**src/rtl/rob_dispatch_ctrl.sv**
```systemverilog
// Dispatch controller for the Decode->ROB register: ROB credit tracking,
// halt/flush generation and mispredict flush/drain sequencing.
module rob_dispatch_ctrl #(
  parameter int IPC          = 1,
  parameter int ROB_DEPTH    = 32,
  parameter int CNT_WIDTH    = 6,
  parameter int DRAIN_CYCLES = 2
) (
  input  logic                         clk,
  input  logic                         rst,
  input  logic [IPC-1:0]               valid_ROB,
  input  logic [$clog2(IPC+1)-1:0]     commit_count,
  input  logic                         rs_full,
  input  logic                         mispredict,
  output logic                         halt,
  output logic                         flush,
  output logic                         ready,
  output logic [CNT_WIDTH-1:0]         credits,
  output logic [1:0]                   state,
  output logic                         err
);

  localparam logic [1:0] S_IDLE  = 2'd0;
  localparam logic [1:0] S_FLUSH = 2'd1;
  localparam logic [1:0] S_DRAIN = 2'd2;

  localparam int DW = $clog2(DRAIN_CYCLES + 1);
  localparam logic [CNT_WIDTH:0]   DEPTH_W  = (CNT_WIDTH+1)'(ROB_DEPTH);
  localparam logic [CNT_WIDTH-1:0] CRED_MAX = CNT_WIDTH'(ROB_DEPTH);
  localparam logic [DW-1:0]        DRAIN_LD = DW'(DRAIN_CYCLES - 1);

  logic [1:0]           state_q, state_d;
  logic [CNT_WIDTH-1:0] credits_q, credits_d;
  logic [DW-1:0]        drain_q, drain_d;
  logic                 err_q, err_d;
  logic [CNT_WIDTH:0]   need, sum;

  always_comb begin
    need = '0;
    for (int i = 0; i < IPC; i++) need = need + (CNT_WIDTH+1)'(valid_ROB[i]);
  end

  assign halt  = (state_q != S_IDLE) | rs_full | ({1'b0, credits_q} < need);
  assign flush = (state_q == S_FLUSH);
  assign ready = (state_q == S_IDLE) & ~halt;

  // Extra bit catches commit pushing the count past the ROB size.
  assign sum = {1'b0, credits_q} - (halt ? '0 : need) + (CNT_WIDTH+1)'(commit_count);

  always_comb begin
    state_d   = state_q;
    credits_d = credits_q;
    drain_d   = drain_q;
    err_d     = err_q;
    case (state_q)
      S_IDLE: begin
        if (sum > DEPTH_W) begin
          credits_d = CRED_MAX;
          err_d     = 1'b1;
        end else begin
          credits_d = sum[CNT_WIDTH-1:0];
        end
        if (mispredict) state_d = S_FLUSH;
      end
      S_FLUSH: begin
        state_d   = S_DRAIN;
        credits_d = CRED_MAX;
        drain_d   = DRAIN_LD;
      end
      S_DRAIN: begin
        if (mispredict)        state_d = S_FLUSH;
        else if (drain_q == '0) state_d = S_IDLE;
        else                   drain_d = drain_q - 1'b1;
      end
      default: state_d = S_IDLE;
    endcase
  end

  always_ff @(posedge clk or posedge rst) begin
    if (rst) begin
      state_q   <= S_IDLE;
      credits_q <= CRED_MAX;
      drain_q   <= '0;
      err_q     <= 1'b0;
    end else begin
      state_q   <= state_d;
      credits_q <= credits_d;
      drain_q   <= drain_d;
      err_q     <= err_d;
    end
  end

  assign credits = credits_q;
  assign state   = state_q;
  assign err     = err_q;

endmodule

```
**config.mk**
```make
export PLATFORM = sky130hd
export DESIGN_NAME = rob_dispatch_ctrl
export DESIGN_NICKNAME = d
export VERILOG_FILES = /design/src/rtl/rob_dispatch_ctrl.sv
export SDC_FILE = /design/constraint.sdc
export NUM_CORES = 1
export LEC_CHECK = 0
export CORE_MARGIN = 10
export CORE_UTILIZATION = 50
export DETAILED_ROUTE_END_ITERATION = 8
export PLACE_DENSITY = 0.81
export RECOVER_POWER = 100
export SETUP_SLACK_MARGIN = 0.2
export SYNTH_ARGS = -nofsm -noshare
export SYNTH_HDL_FRONTEND = slang
export SYNTH_SLANG_ARGS = --single-unit
```
**constraint.sdc**
```tcl
create_clock -name clk -period 4.39 [get_ports clk]
set_input_delay 0.6585 -clock clk [delete_from_list [all_inputs] [get_ports clk]]
set_output_delay 0.6585 -clock clk [all_outputs]
set_load 0.02 [all_outputs]
```
After elaboration in Yosys (flattened, before gate mapping)
Index checks and enable logic that the tools add are counted.
{"block": "word_totals", "ff_bits": 11, "inputBits": 6}
{"block": "op_classes", "bitwise": 4, "mux": 10, "n_reduce_logical": 8, "n_eq_ne": 6, "addsub": 3, "order_cmp": 2}
{"cell": "$pmux 6 s2", "n": 1}
{"cell": "$mux 2", "n": 5}
{"cell": "$add 7x1->7", "n": 1}
{"cell": "$gt 7x6->1 const B", "n": 1}
{"cell": "$sub 6x1->7", "n": 1}
{"cell": "$lt 6x1->1", "n": 1}
{"cell": "$mux 6", "n": 1}
{"cell": "$ne 2x2->1 const B", "n": 3}
{"cell": "$pmux 2 s3", "n": 1}
{"cell": "$reduce_bool 2->1", "n": 3}
{"cell": "$logic_not 2->1", "n": 2}
{"cell": "$pmux 2 s2", "n": 1}
{"cell": "$reduce_and 2->1", "n": 2}
{"cell": "$ne 3x3->1 const B", "n": 1}
{"cell": "$reduce_and 3->1", "n": 1}
{"cell": "$eq 2x1->1 const B", "n": 1}
{"cell": "$eq 2x2->1 const B", "n": 1}
{"cell": "$or 1x1->1", "n": 2}
{"cell": "$sub 2x1->2 const B", "n": 1}
{"cell": "$and 1x1->1", "n": 1}
{"cell": "$mux 1", "n": 1}
{"cell": "$not 1->1", "n": 1}

Depth between registers and ports, before layout
{"block": "depth", "ltp_word": 9, "ltp_mapped": 16, "depth_no_buf": 16}

Worst setup path before layout
No wires, ideal clock.
{"block": "synth_timing", "path_kind": "input to register", "from": "in valid_ROB", "to": "reg credits_q[4] (netlist: credits[4])", "arrival_time_ns": 4.431, "t_required_ns": 4.326, "slack_ns": -0.105, "path_stages": 14, "n_path_buf": 0, "cell_sequence": "nor3b_1 -> o21ai_0 -> nand2_1 -> a2111oi_0 -> and2_1 -> ha_1 -> inv_1 -> ha_1 -> fa_1 -> a211oi_1 -> or4b_4 -> a311oi_2 -> and2b_1 -> a22o_2"}
{"block": "synth_between", "elab_chain_len": 8}
{"element": "from (decl)", "line_no": "11", "rtl": "input logic [IPC-1:0] valid_ROB,"}
{"element": "$lt 6x1->1", "line_no": "43", "rtl": "assign halt = (state_q != S_IDLE) | rs_full | ({1'b0, credits_q} < need);"}
{"element": "$or 1x1->1", "line_no": "43"}
{"element": "$mux 1 (*)", "line_no": "48", "rtl": "assign sum = {1'b0, credits_q} - (halt ? '0 : need) + (CNT_WIDTH+1)'(commit_count);"}
{"element": "$sub 6x1->7 (*)", "line_no": "48"}
{"element": "$add 7x1->7 (*)", "line_no": "48"}
{"element": "$gt 7x6->1", "line_no": "57", "rtl": "if (sum > DEPTH_W) begin"}
{"element": "$mux 6 (*)", "line_no": "57"}
{"element": "$pmux 6 s2 (*)", "line_no": "55", "rtl": "case (state_q)"}
{"element": "to (signal assigned)", "line_no": "87", "rtl": "credits_q <= credits_d;"}
{"element": "to (decl)", "line_no": "33", "rtl": "logic [CNT_WIDTH-1:0] credits_q, credits_d;"}
Mark *: on every way between the ends. The rest lies on a longest branch, timed or not.
A chain may end at the register's enable or synchronous reset.

Final worst setup path
{"block": "layout_timing", "from": "in valid_ROB", "to": "reg credits_q[3] (netlist: credits[3])"}
Same word-level chain as after synthesis.

==> metrics <==
Required @ worst endpoint=4.59 ns; setup TNS=0 ns; post-DP HPWL=1.64 mm; Final Max Tran Viols=0; area grow syn2layout=26.5%; DIE AREA=3890 µm²; Mapped Nets=114; Synth area leaders=dfrtp_1, ha_1, inv_1; # fillers=146; top_reg_cell synth=dfrtp_1; vias in the first global route=782; die height=62.4 µm; CTS tree=built; total CTS buffers=3; Commonest cells post-synth=inv_1, ha_1, dfrtp_1, nor2_1; Max clock buf depth=2; initial antenna violation count=0; drt wl/cell=14.4 µm; WS Path Type=in -> reg; Ys Warns=0; Yosys top cell by area=dfrtp_1; DR pass1 iterations=4; fraction of the cycle the final worst path needs=0.914; antenna-violating nets left=0; # diodes=0; initial DRC count=17; fin nets=135; FF+latch count, synth=11; critical path data arrival time=4.22 ns; Worst-Margin Slew=0.518 ns; reg2reg path depth=16; Startpoint Class=primary input; Core Rows=15; hold depth=1; Async S/R FF share, synth=1.00; Worst Clk Skew=0.00714 ns; I/O Buffers=17; total congestion overflow=0; RR Endpoint=credits[3]; first-pass GRT wire length=3.53 mm; distinct cell type count after synthesis=37; CTS root buffer=clkbuf_4; worst r2r src=credits[2]; CP endpoint kind=flip-flop; top-count cell post-synth=inv_1; Worst-Skew Late Latency=0.27 ns; max-cap viol count=0; total core area=1710 µm²; WL final=2.02 mm; Pwr Density=615 nW/µm²; EDFF count, synth=0; die width=62.4 µm; type of the worst min-delay path=reg -> reg; Final Hold Viols=0; Starting Density=0.525; layout cells sized above 1=0.104; final setup vio count=0; DR vias/cell=5.69; Clock Sinks=11; Leakage=0.514 nW; Final min period=4.01 ns; Synth top area share=0.279; cts-stage hold buffer count=0; GRT Util Overall=0.108; f_max=249 MHz; RSZ-0062 raised after global routing=false; sequential-to-total area share from yosys stat=0.308; IR drop worst, VDD=0.362 mV; final core area utilization=0.664; Slew headroom=0.646; largest net degree at the start of global routing=16; total I/O pin count=18; average size of a mapped cell=9.44 µm²; Mapped Cells=95; flop2flop setup slack=0.60 ns; H-tree levels=1; Hold Path Sink=drain_q[1]; Clock transition at path regs=0.07 ns; status=completed; hold path startpoint=drain_q[1]; DRC viols=0; Post-Syn Area=897 µm²; GPL Wtd Cong=0.902; DR vias=796; CP Max Fanout=4
layer usage:
| layer | wire length (µm) | vias to the layer above | GRT usage |
|---|---|---|---|
| met3 | 155 | 7 | 0.0502 |
| met1 | 912 | 380 | 0.122 |
| met2 | 910 | 27 | 0.172 |
| met5 | 0 | - | 0 |
| met4 | 37 | 0 | 0.0391 |
| li1 | - | 382 | - |
how the worst max path moves through the flow:
stage	start	end	depth (start not counted)
after floorplan	valid_ROB	credits[4]	14
after global placement	valid_ROB	credits[1]	15
after detailed placement	valid_ROB	credits[1]	15
after CTS	valid_ROB	credits[1]	15
after global routing	valid_ROB	credits[3]	15
final	valid_ROB	credits[3]	15
where the power goes:
part           switching, W  internal, W  leakage (nW)
sequential        0.0000345     0.000130         0.137
clock             0.0000322    0.0000352        0.0150
combinational      0.000259     0.000207         0.363
total              0.000326     0.000372         0.514
flip-flops by register name, summed over array words and instances, names as in the netlist:
signal	count
drain_q	2
credits	6
err	1
state	2
final cells by class:
class / count / area (µm²) / area share
sequential: 11 / 277 / 0.244
tap: 25 / 31.3 / 0.0276
multi-input combinational: 68 / 571 / 0.503
clock buffer: 4 / 26.3 / 0.0232
timing repair buffer: 18 / 178 / 0.157
inverter: 14 / 52.6 / 0.0463
logic make-up after synthesis:
logic type / count (synthesis) / synth area share
flip-flops: 11 / 0.308
adder cells (fa/ha/maj): 13 / 0.190
AND/OR/NAND/NOR: 27 / 0.177
AO/OA/AOI/OAI: 24 / 0.218
XOR/XNOR: 3 / 0.0293
multiplexers: 1 / 0.0112
buffers and inverters: 16 / 0.0669
worst max-delay path, cell delays in order:
cell and delay (ns):
clkdlybuf4s50_1 0.42, nor3b_1 0.14, o21ai_0 0.15, nand2_1 0.08, a2111oi_0 0.51, and2_0 0.20
ha_1 0.22, inv_1 0.06, ha_1 0.18, fa_1 0.23, a211oi_2 0.10, or4b_4 0.53
a311oi_2 0.37, and2b_1 0.22, a22o_2 0.15
cells in the final DEF (no fill, tap or decap), types with 2 or more instances in the layout:
master	n
dfrtp_1	10
nand2_1	4
a22o_2	2
nor3b_1	2
ha_1	12
a32o_1	3
dlygate4sd3_1	13
a21oi_1	4
a2111oi_0	2
clkbuf_4	3
nor2_1	8
nor2b_1	3
clkdlybuf4s50_1	4
inv_1	14
xor2_1	2
a22o_1	2
repair_timing:
action | 4_1_cts | 5_1_grt
buffers inserted | 0 | 0
endpoints found under the hold margin | 0 | 0
setup endpoints to repair | 0 | 7
gates resized for setup | 0 | 3
metrics by stage:
stage               cells  worst slack, ns  hold slack, ns  cell area [µm²]  power (W)
floorplan              95            0.214           0.497              898   0.000487
global placement      136            0.243           0.520             1100   0.000602
CTS                   140            0.311           0.555             1130   0.000692
finish                140            0.376           0.553             1130   0.000698
global route          140            0.105           0.583             1130   0.000759
detailed placement    136           0.0508           0.540             1100   0.000621
Note: power is estimated with default switching activity, not from simulation.
